<file path="config.mk">
export PLATFORM = sky130hd
export DESIGN_NAME = div_sched
export DESIGN_NICKNAME = d
export VERILOG_FILES = /design/src/rtl/div_sched_pkg.sv /design/src/rtl/hp_div.sv /design/src/rtl/rr_arb2.sv /design/src/rtl/div_sched.sv
export SDC_FILE = /design/constraint.sdc
export NUM_CORES = 1
export LEC_CHECK = 0
export CORE_MARGIN = 2
export CORE_UTILIZATION = 40
export CTS_CLUSTER_SIZE = 28
export DETAILED_ROUTE_END_ITERATION = 7
export GPL_ROUTABILITY_DRIVEN = 1
export GPL_TIMING_DRIVEN = 0
export PLACE_DENSITY = 0.67
export SLEW_MARGIN = 20
export SYNTH_ARGS = -nofsm -noshare
export SYNTH_HDL_FRONTEND = slang
export SYNTH_SLANG_ARGS = --single-unit
export TNS_END_PERCENT = 20
</file>
<file path="constraint.sdc">
create_clock -name clk -period 43.4 [get_ports clk]
set_clock_uncertainty 0.2 [all_clocks]
set_input_delay 13.02 -clock clk [delete_from_list [all_inputs] [get_ports clk]]
set_output_delay 13.02 -clock clk [all_outputs]
set_load 0.02 [all_outputs]
</file>
<file path="src/rtl/div_sched_pkg.sv">
// Shared types and widths for the divider scheduler.
package div_sched_pkg;

  localparam int HP_NEXP = 8;
  localparam int HP_NSIG = 7;
  localparam int BFW     = HP_NEXP + HP_NSIG + 1;
  localparam int FLAGW   = 6;
  localparam int EXCW    = 5;

  typedef enum logic [1:0] {
    IDLE = 2'd0,
    EXEC = 2'd1,
    DONE = 2'd2
  } state_t;

endpackage

</file>
<file path="src/rtl/hp_div.sv">
// Combinational bf16-style divider: round-to-nearest-even, subnormal inputs and
// results flush to zero.
//   bfFlags   = {is_nan, is_inf, is_zero, sign, rounded_up, normal}
//   exception = {invalid, div_by_zero, overflow, underflow, inexact}
module hp_div #(
  parameter int NEXP = 8,
  parameter int NSIG = 7
) (
  input  logic [NEXP+NSIG:0] a,
  input  logic [NEXP+NSIG:0] b,
  output logic [NEXP+NSIG:0] q,
  output logic [5:0]         bfFlags,
  output logic [4:0]         exception
);

  localparam int W    = NEXP + NSIG + 1;
  localparam int BIAS = (1 << (NEXP - 1)) - 1;
  localparam int EMAX = (1 << NEXP) - 1;
  // Quotient of two normalised significands lies in (0.5, 2): keep hidden bit,
  // NSIG fraction bits, guard, plus one bit for the normalisation shift.
  localparam int QW   = NSIG + 3;
  localparam int NW   = 2 * NSIG + 3;

  logic            sa, sb, sq;
  logic [NEXP-1:0] ea, eb;
  logic [NSIG-1:0] fa, fb;
  logic            a_zero, b_zero, a_inf, b_inf, a_nan, b_nan;
  logic [NW-1:0]   num, den;
  logic [QW-1:0]   quo;
  logic            rem_nz;

  logic [NSIG:0]   mant;
  logic [NSIG+1:0] mant_r;
  logic            guard, sticky, rnd_up, adj, normal;
  int              e;

  assign {sa, ea, fa} = a;
  assign {sb, eb, fb} = b;
  assign sq     = sa ^ sb;
  assign a_zero = (ea == '0);
  assign b_zero = (eb == '0);
  assign a_inf  = (ea == '1) && (fa == '0);
  assign b_inf  = (eb == '1) && (fb == '0);
  assign a_nan  = (ea == '1) && (fa != '0);
  assign b_nan  = (eb == '1) && (fb != '0);

  assign num    = {1'b1, fa, {(NSIG + 2){1'b0}}};
  assign den    = {{(NSIG + 2){1'b0}}, 1'b1, fb};
  assign quo    = QW'(num / den);
  assign rem_nz = (num % den) != '0;

  // Special-operand handling, then normalise, round and range-check the quotient.
  always_comb begin
    q         = '0;
    exception = '0;
    mant      = '0;
    mant_r    = '0;
    guard     = 1'b0;
    sticky    = 1'b0;
    rnd_up    = 1'b0;
    adj       = 1'b0;
    normal    = 1'b0;
    e         = 0;
    if (a_nan || b_nan || (a_zero && b_zero) || (a_inf && b_inf)) begin
      q            = {1'b0, {NEXP{1'b1}}, 1'b1, {(NSIG - 1){1'b0}}};
      exception[4] = !(a_nan || b_nan);
    end else if (a_inf || b_zero) begin
      q            = {sq, {NEXP{1'b1}}, {NSIG{1'b0}}};
      exception[3] = b_zero && !a_inf;
    end else if (a_zero || b_inf) begin
      q = {sq, {(NEXP + NSIG){1'b0}}};
    end else begin
      if (quo[QW-1]) begin
        mant   = quo[QW-1:2];
        guard  = quo[1];
        sticky = quo[0] | rem_nz;
      end else begin
        mant   = quo[QW-2:1];
        guard  = quo[0];
        sticky = rem_nz;
        adj    = 1'b1;
      end
      rnd_up = guard && (sticky || mant[0]);
      mant_r = {1'b0, mant} + (NSIG + 2)'(rnd_up);
      normal = mant_r[NSIG] | mant_r[NSIG+1];
      e      = int'(ea) - int'(eb) + BIAS - int'(adj) + int'(mant_r[NSIG+1]);
      if (e >= EMAX) begin
        q            = {sq, {NEXP{1'b1}}, {NSIG{1'b0}}};
        exception[2] = 1'b1;
        exception[0] = 1'b1;
      end else if (e <= 0) begin
        q            = {sq, {(NEXP + NSIG){1'b0}}};
        exception[1] = 1'b1;
        exception[0] = 1'b1;
      end else begin
        q            = {sq, e[NEXP-1:0], mant_r[NSIG-1:0]};
        exception[0] = guard | sticky;
      end
    end
    bfFlags[5] = (&q[W-2:NSIG]) && (|q[NSIG-1:0]);
    bfFlags[4] = (&q[W-2:NSIG]) && !(|q[NSIG-1:0]);
    bfFlags[3] = !(|q[W-2:0]);
    bfFlags[2] = q[W-1];
    bfFlags[1] = rnd_up;
    bfFlags[0] = normal;
  end

endmodule

</file>
<file path="src/rtl/rr_arb2.sv">
// Two-way round-robin grant; a lone requester always wins.
module rr_arb2 (
  input  logic [1:0] valid,
  input  logic       last_grant,
  output logic [1:0] grant
);

  // When both ask, serve the one that was not served last time.
  always_comb begin
    grant = valid;
    if (valid[0] && valid[1]) begin
      grant = last_grant ? 2'b01 : 2'b10;
    end
  end

endmodule

</file>
<file path="src/rtl/div_sched.sv">
// Shares one combinational divider between two requesters, one op in flight.
//
// state | meaning
// IDLE  | waiting for a request; grant is offered combinationally
// EXEC  | operand registers drive hp_div, result settles for one cycle
// DONE  | response held until the consumer takes it
module div_sched
  import div_sched_pkg::*;
#(
  parameter int NEXP = 8,
  parameter int NSIG = 7,
  parameter int CNTW = 16
) (
  input  logic                 clk,
  input  logic                 rst,
  input  logic                 req0_valid,
  output logic                 req0_ready,
  input  logic [NEXP+NSIG:0]   req0_a,
  input  logic [NEXP+NSIG:0]   req0_b,
  input  logic                 req1_valid,
  output logic                 req1_ready,
  input  logic [NEXP+NSIG:0]   req1_a,
  input  logic [NEXP+NSIG:0]   req1_b,
  output logic                 rsp_valid,
  input  logic                 rsp_ready,
  output logic                 rsp_id,
  output logic [NEXP+NSIG:0]   rsp_q,
  output logic [FLAGW-1:0]     rsp_flags,
  output logic [EXCW-1:0]      rsp_exc,
  output logic                 busy,
  output logic [CNTW-1:0]      done_cnt
);

  localparam int W = NEXP + NSIG + 1;

  state_t           state;
  logic [W-1:0]     op_a, op_b;
  logic             op_id;
  logic             last_grant;
  logic [1:0]       grant;
  logic [W-1:0]     div_q;
  logic [FLAGW-1:0] div_flags;
  logic [EXCW-1:0]  div_exc;

  rr_arb2 u_arb (
    .valid      ({req1_valid, req0_valid}),
    .last_grant (last_grant),
    .grant      (grant)
  );

  hp_div #(.NEXP(NEXP), .NSIG(NSIG)) u_div (
    .a         (op_a),
    .b         (op_b),
    .q         (div_q),
    .bfFlags   (div_flags),
    .exception (div_exc)
  );

  assign req0_ready = (state == IDLE) && grant[0];
  assign req1_ready = (state == IDLE) && grant[1];
  assign busy       = (state != IDLE);

  // Sequencer: accept a granted op, let the divider settle, hold the response.
  always_ff @(posedge clk) begin
    if (rst) begin
      state      <= IDLE;
      op_a       <= '0;
      op_b       <= '0;
      op_id      <= 1'b0;
      last_grant <= 1'b1;
      rsp_valid  <= 1'b0;
      rsp_id     <= 1'b0;
      rsp_q      <= '0;
      rsp_flags  <= '0;
      rsp_exc    <= '0;
      done_cnt   <= '0;
    end else begin
      unique case (state)
        IDLE: begin
          if (grant != 2'b00) begin
            op_a       <= grant[1] ? req1_a : req0_a;
            op_b       <= grant[1] ? req1_b : req0_b;
            op_id      <= grant[1];
            last_grant <= grant[1];
            state      <= EXEC;
          end
        end
        EXEC: begin
          rsp_q     <= div_q;
          rsp_flags <= div_flags;
          rsp_exc   <= div_exc;
          rsp_id    <= op_id;
          rsp_valid <= 1'b1;
          state     <= DONE;
        end
        DONE: begin
          if (rsp_ready) begin
            rsp_valid <= 1'b0;
            done_cnt  <= done_cnt + CNTW'(1);
            state     <= IDLE;
          end
        end
        default: state <= IDLE;
      endcase
    end
  end

endmodule

</file>
==> run metrics <==
run status finished clean; Starting Density 0.409; hold_buf cts 0; CP max stage delay between 500 and 600 ps; R2R cell count about 150; Main synth FF type dfxtp_1; die width between 150 and 200 µm; Worst R2R End rsp_flags[4]; post-CTS sizing 0; Worst slew margin 0.421; top cells by area in the synthesized netlist dfxtp_1 (15%), ha_1 (9.5%), nor2_1 (6.3%), a21oi_1 (5.3%), mux2i_1 (4.7%); Mapped Cells approximately 1400; Worst-Skew Late Latency ~340 ps; total routed wirelength about 32000 µm; initial drt markers roughly 770; Port Buffers roughly 120; setup TNS 0 ps; CTS buffer count 9; crit path max-delay cell type a221oi_1; final hold viol count 0; GP Congestion approximately 0.9; CTS Buffer Depth 2; Max FO, Critical Path 10; Layout area overhead 17.6%; max-cap violation count 0; final setup vio count 0; critical path class reg -> reg; Bufs and invs on worst path 17; syn nets about 1600; grt total ovfl 0; R2R setup slack between 10000 and 15000 ps; FMAX 31.1 MHz; crit end category flip-flop; pin count of the biggest net entering global routing 14; detailed placement HPWL about 26000 µm; Vias around 11000; initial antenna violation count 0; CTS tree yes; most frequent cells in the layout nor2_1 (180), clkdlybuf4s50_1 (115), a21oi_1 (114); H-tree depth 3; CP arrival about 32000 ps; Worst setup endpoint rsp_flags[4]; number of setup buffers added after CTS 0; Distinct cells, synth 106; vias in the first global route around 11000; Avg Cell Area, Syn about 7.4 µm²; DR pass1 iterations 6; clock slew at reported path FFs roughly 60 ps; most common cell after layout, fill and taps aside nor2_1; Synth top area share 0.150; CP Launch Type flip-flop; CP Depth ~150; CTS sink count 80; ys async rst share 0; Worst EP required 43430 ps; # IOs around 120; post-synthesis register bit count 80; Global Route Usage Sum 0.226; share of cells above drive strength 1 0.0630; ANT cells 0; final cycle utilization of the critical path 0.740; fillers between 2000 and 3000; sequential area share after synthesis 0.150; cell repeated most along the worst path a21o_1; Rows 59; vias per cell approximately 5.9; Die Ht 167 µm; first-pass GRT wire length roughly 53000 µm; Avg WL per Cell approximately 17 µm; Detail Route Antenna Nets 0; Slew @ Worst Pin 869 ps; Core Region ~26000 µm²; DRC viols 0; number of synthesized flops with an enable pin 0; Nets 1720; leading area contributor after synthesis dfxtp_1; Max Slew Vio Count 0; Post-Synthesis Cell Area around 11000 µm²; Setup crit start op_b[6]; RR Startpoint op_b[6]; die area between 20000 and 30000 µm²; Worst path top cell family by delay compound AO/OA/AOI/OAI gates; synth warn 0; RSZ-0062 raised after global routing no; fin crit period roughly 32000 ps; Clock Tree Root clkbuf_16; HP Class reg -> reg
[worst reg2reg max path: cells and delay by family (launching register included)]
family / cells / cell delay [ps]
mux: 3 / 880
flops: 1 / 390
buf+inv: 17 / 3900
compound gates: 66 / 13280
simple gates: 48 / 9140
fa+ha+maj: 14 / 4260
[sequential cells by signal, indices dropped and copies added, names as in the netlist, 2 cells and up]
signal / cells
done_cnt: 16
op_a: 16
op_b: 16
rsp_q: 15
rsp_flags: 6
rsp_exc: 5
state: 2
[cells in the mapped netlist (43+ instances only)]
master / count
dfxtp_1: 80
nor3_1: 45
a21o_1: 43
nand3_1: 43
nand2_1: 101
inv_1: 53
mux2i_1: 50
xnor2_1: 49
o21ai_0: 61
a21oi_1: 114
ha_1: 81
nor2_1: 180
[worst min path at each step]
stage,cells after the start,start,endpoint,slack (ps)
final,2,rsp_id,rsp_id,260
after global routing,2,rsp_flags[0],rsp_flags[0],290
after CTS,2,rsp_id,rsp_id,270
after detailed placement,2,rsp_id,rsp_id,260
after global placement,2,rsp_flags[0],rsp_flags[0],250
after floorplan,2,op_id,rsp_id,230
[cell type report]
| class | instances | area [µm²] | share of cell area |
|---|---|---|---|
| Inverter | 53 | 199 | 0.0158 |
| Clock inverter | 5 | 81.3 | 0.00647 |
| Sequential cell | 80 | 1600 | 0.128 |
| Timing Repair Buffer | 115 | 1150 | 0.0916 |
| Buffer | 58 | 259 | 0.0206 |
| Multi-Input combinational cell | 1249 | 8620 | 0.686 |
| Clock buffer | 11 | 233 | 0.0185 |
| Tap cell | 335 | 419 | 0.0334 |
[per-layer routing]
| metal | vias to the layer above | GRT usage | routed length [µm] | part of all wire |
|---|---|---|---|---|
| li1 | 5641 | - | - | - |
| met1 | 5204 | 0.306 | 15400 | 0.48 |
| met2 | 337 | 0.380 | 14600 | 0.45 |
| met3 | 49 | 0.0267 | 1580 | 0.049 |
| met4 | 0 | 0.0601 | 731 | 0.023 |
| met5 | - | 0 | 0 | 0 |
[per-stage QoR]
step	utilization	std cells	hold WS [ps]	instance area [µm²]	worst slack [ps]
2_1_floorplan	-	1440	228	10700	16530
3_3_place_gp	0.469	1890	246	12200	12180
3_5_place_dp	0.469	1890	259	12200	11880
4_1_cts	0.481	1906	272	12600	11740
5_1_grt	0.481	1906	289	12600	8910
6_report	0.481	1906	264	12600	11280
[kinds of logic after synthesis]
family / count (synthesis) / synth area share
AND/OR/NAND/NOR: 535 / 0.249
multiplexers: 68 / 0.0687
buffers and inverters: 111 / 0.0429
XOR/XNOR: 90 / 0.0770
AO/OA/AOI/OAI: 471 / 0.310
flip-flops: 80 / 0.150
adder cells (fa/ha/maj): 85 / 0.102
Power is not shown: default switching activity piles up to over one toggle a cycle in this logic, so the estimate is an artifact.
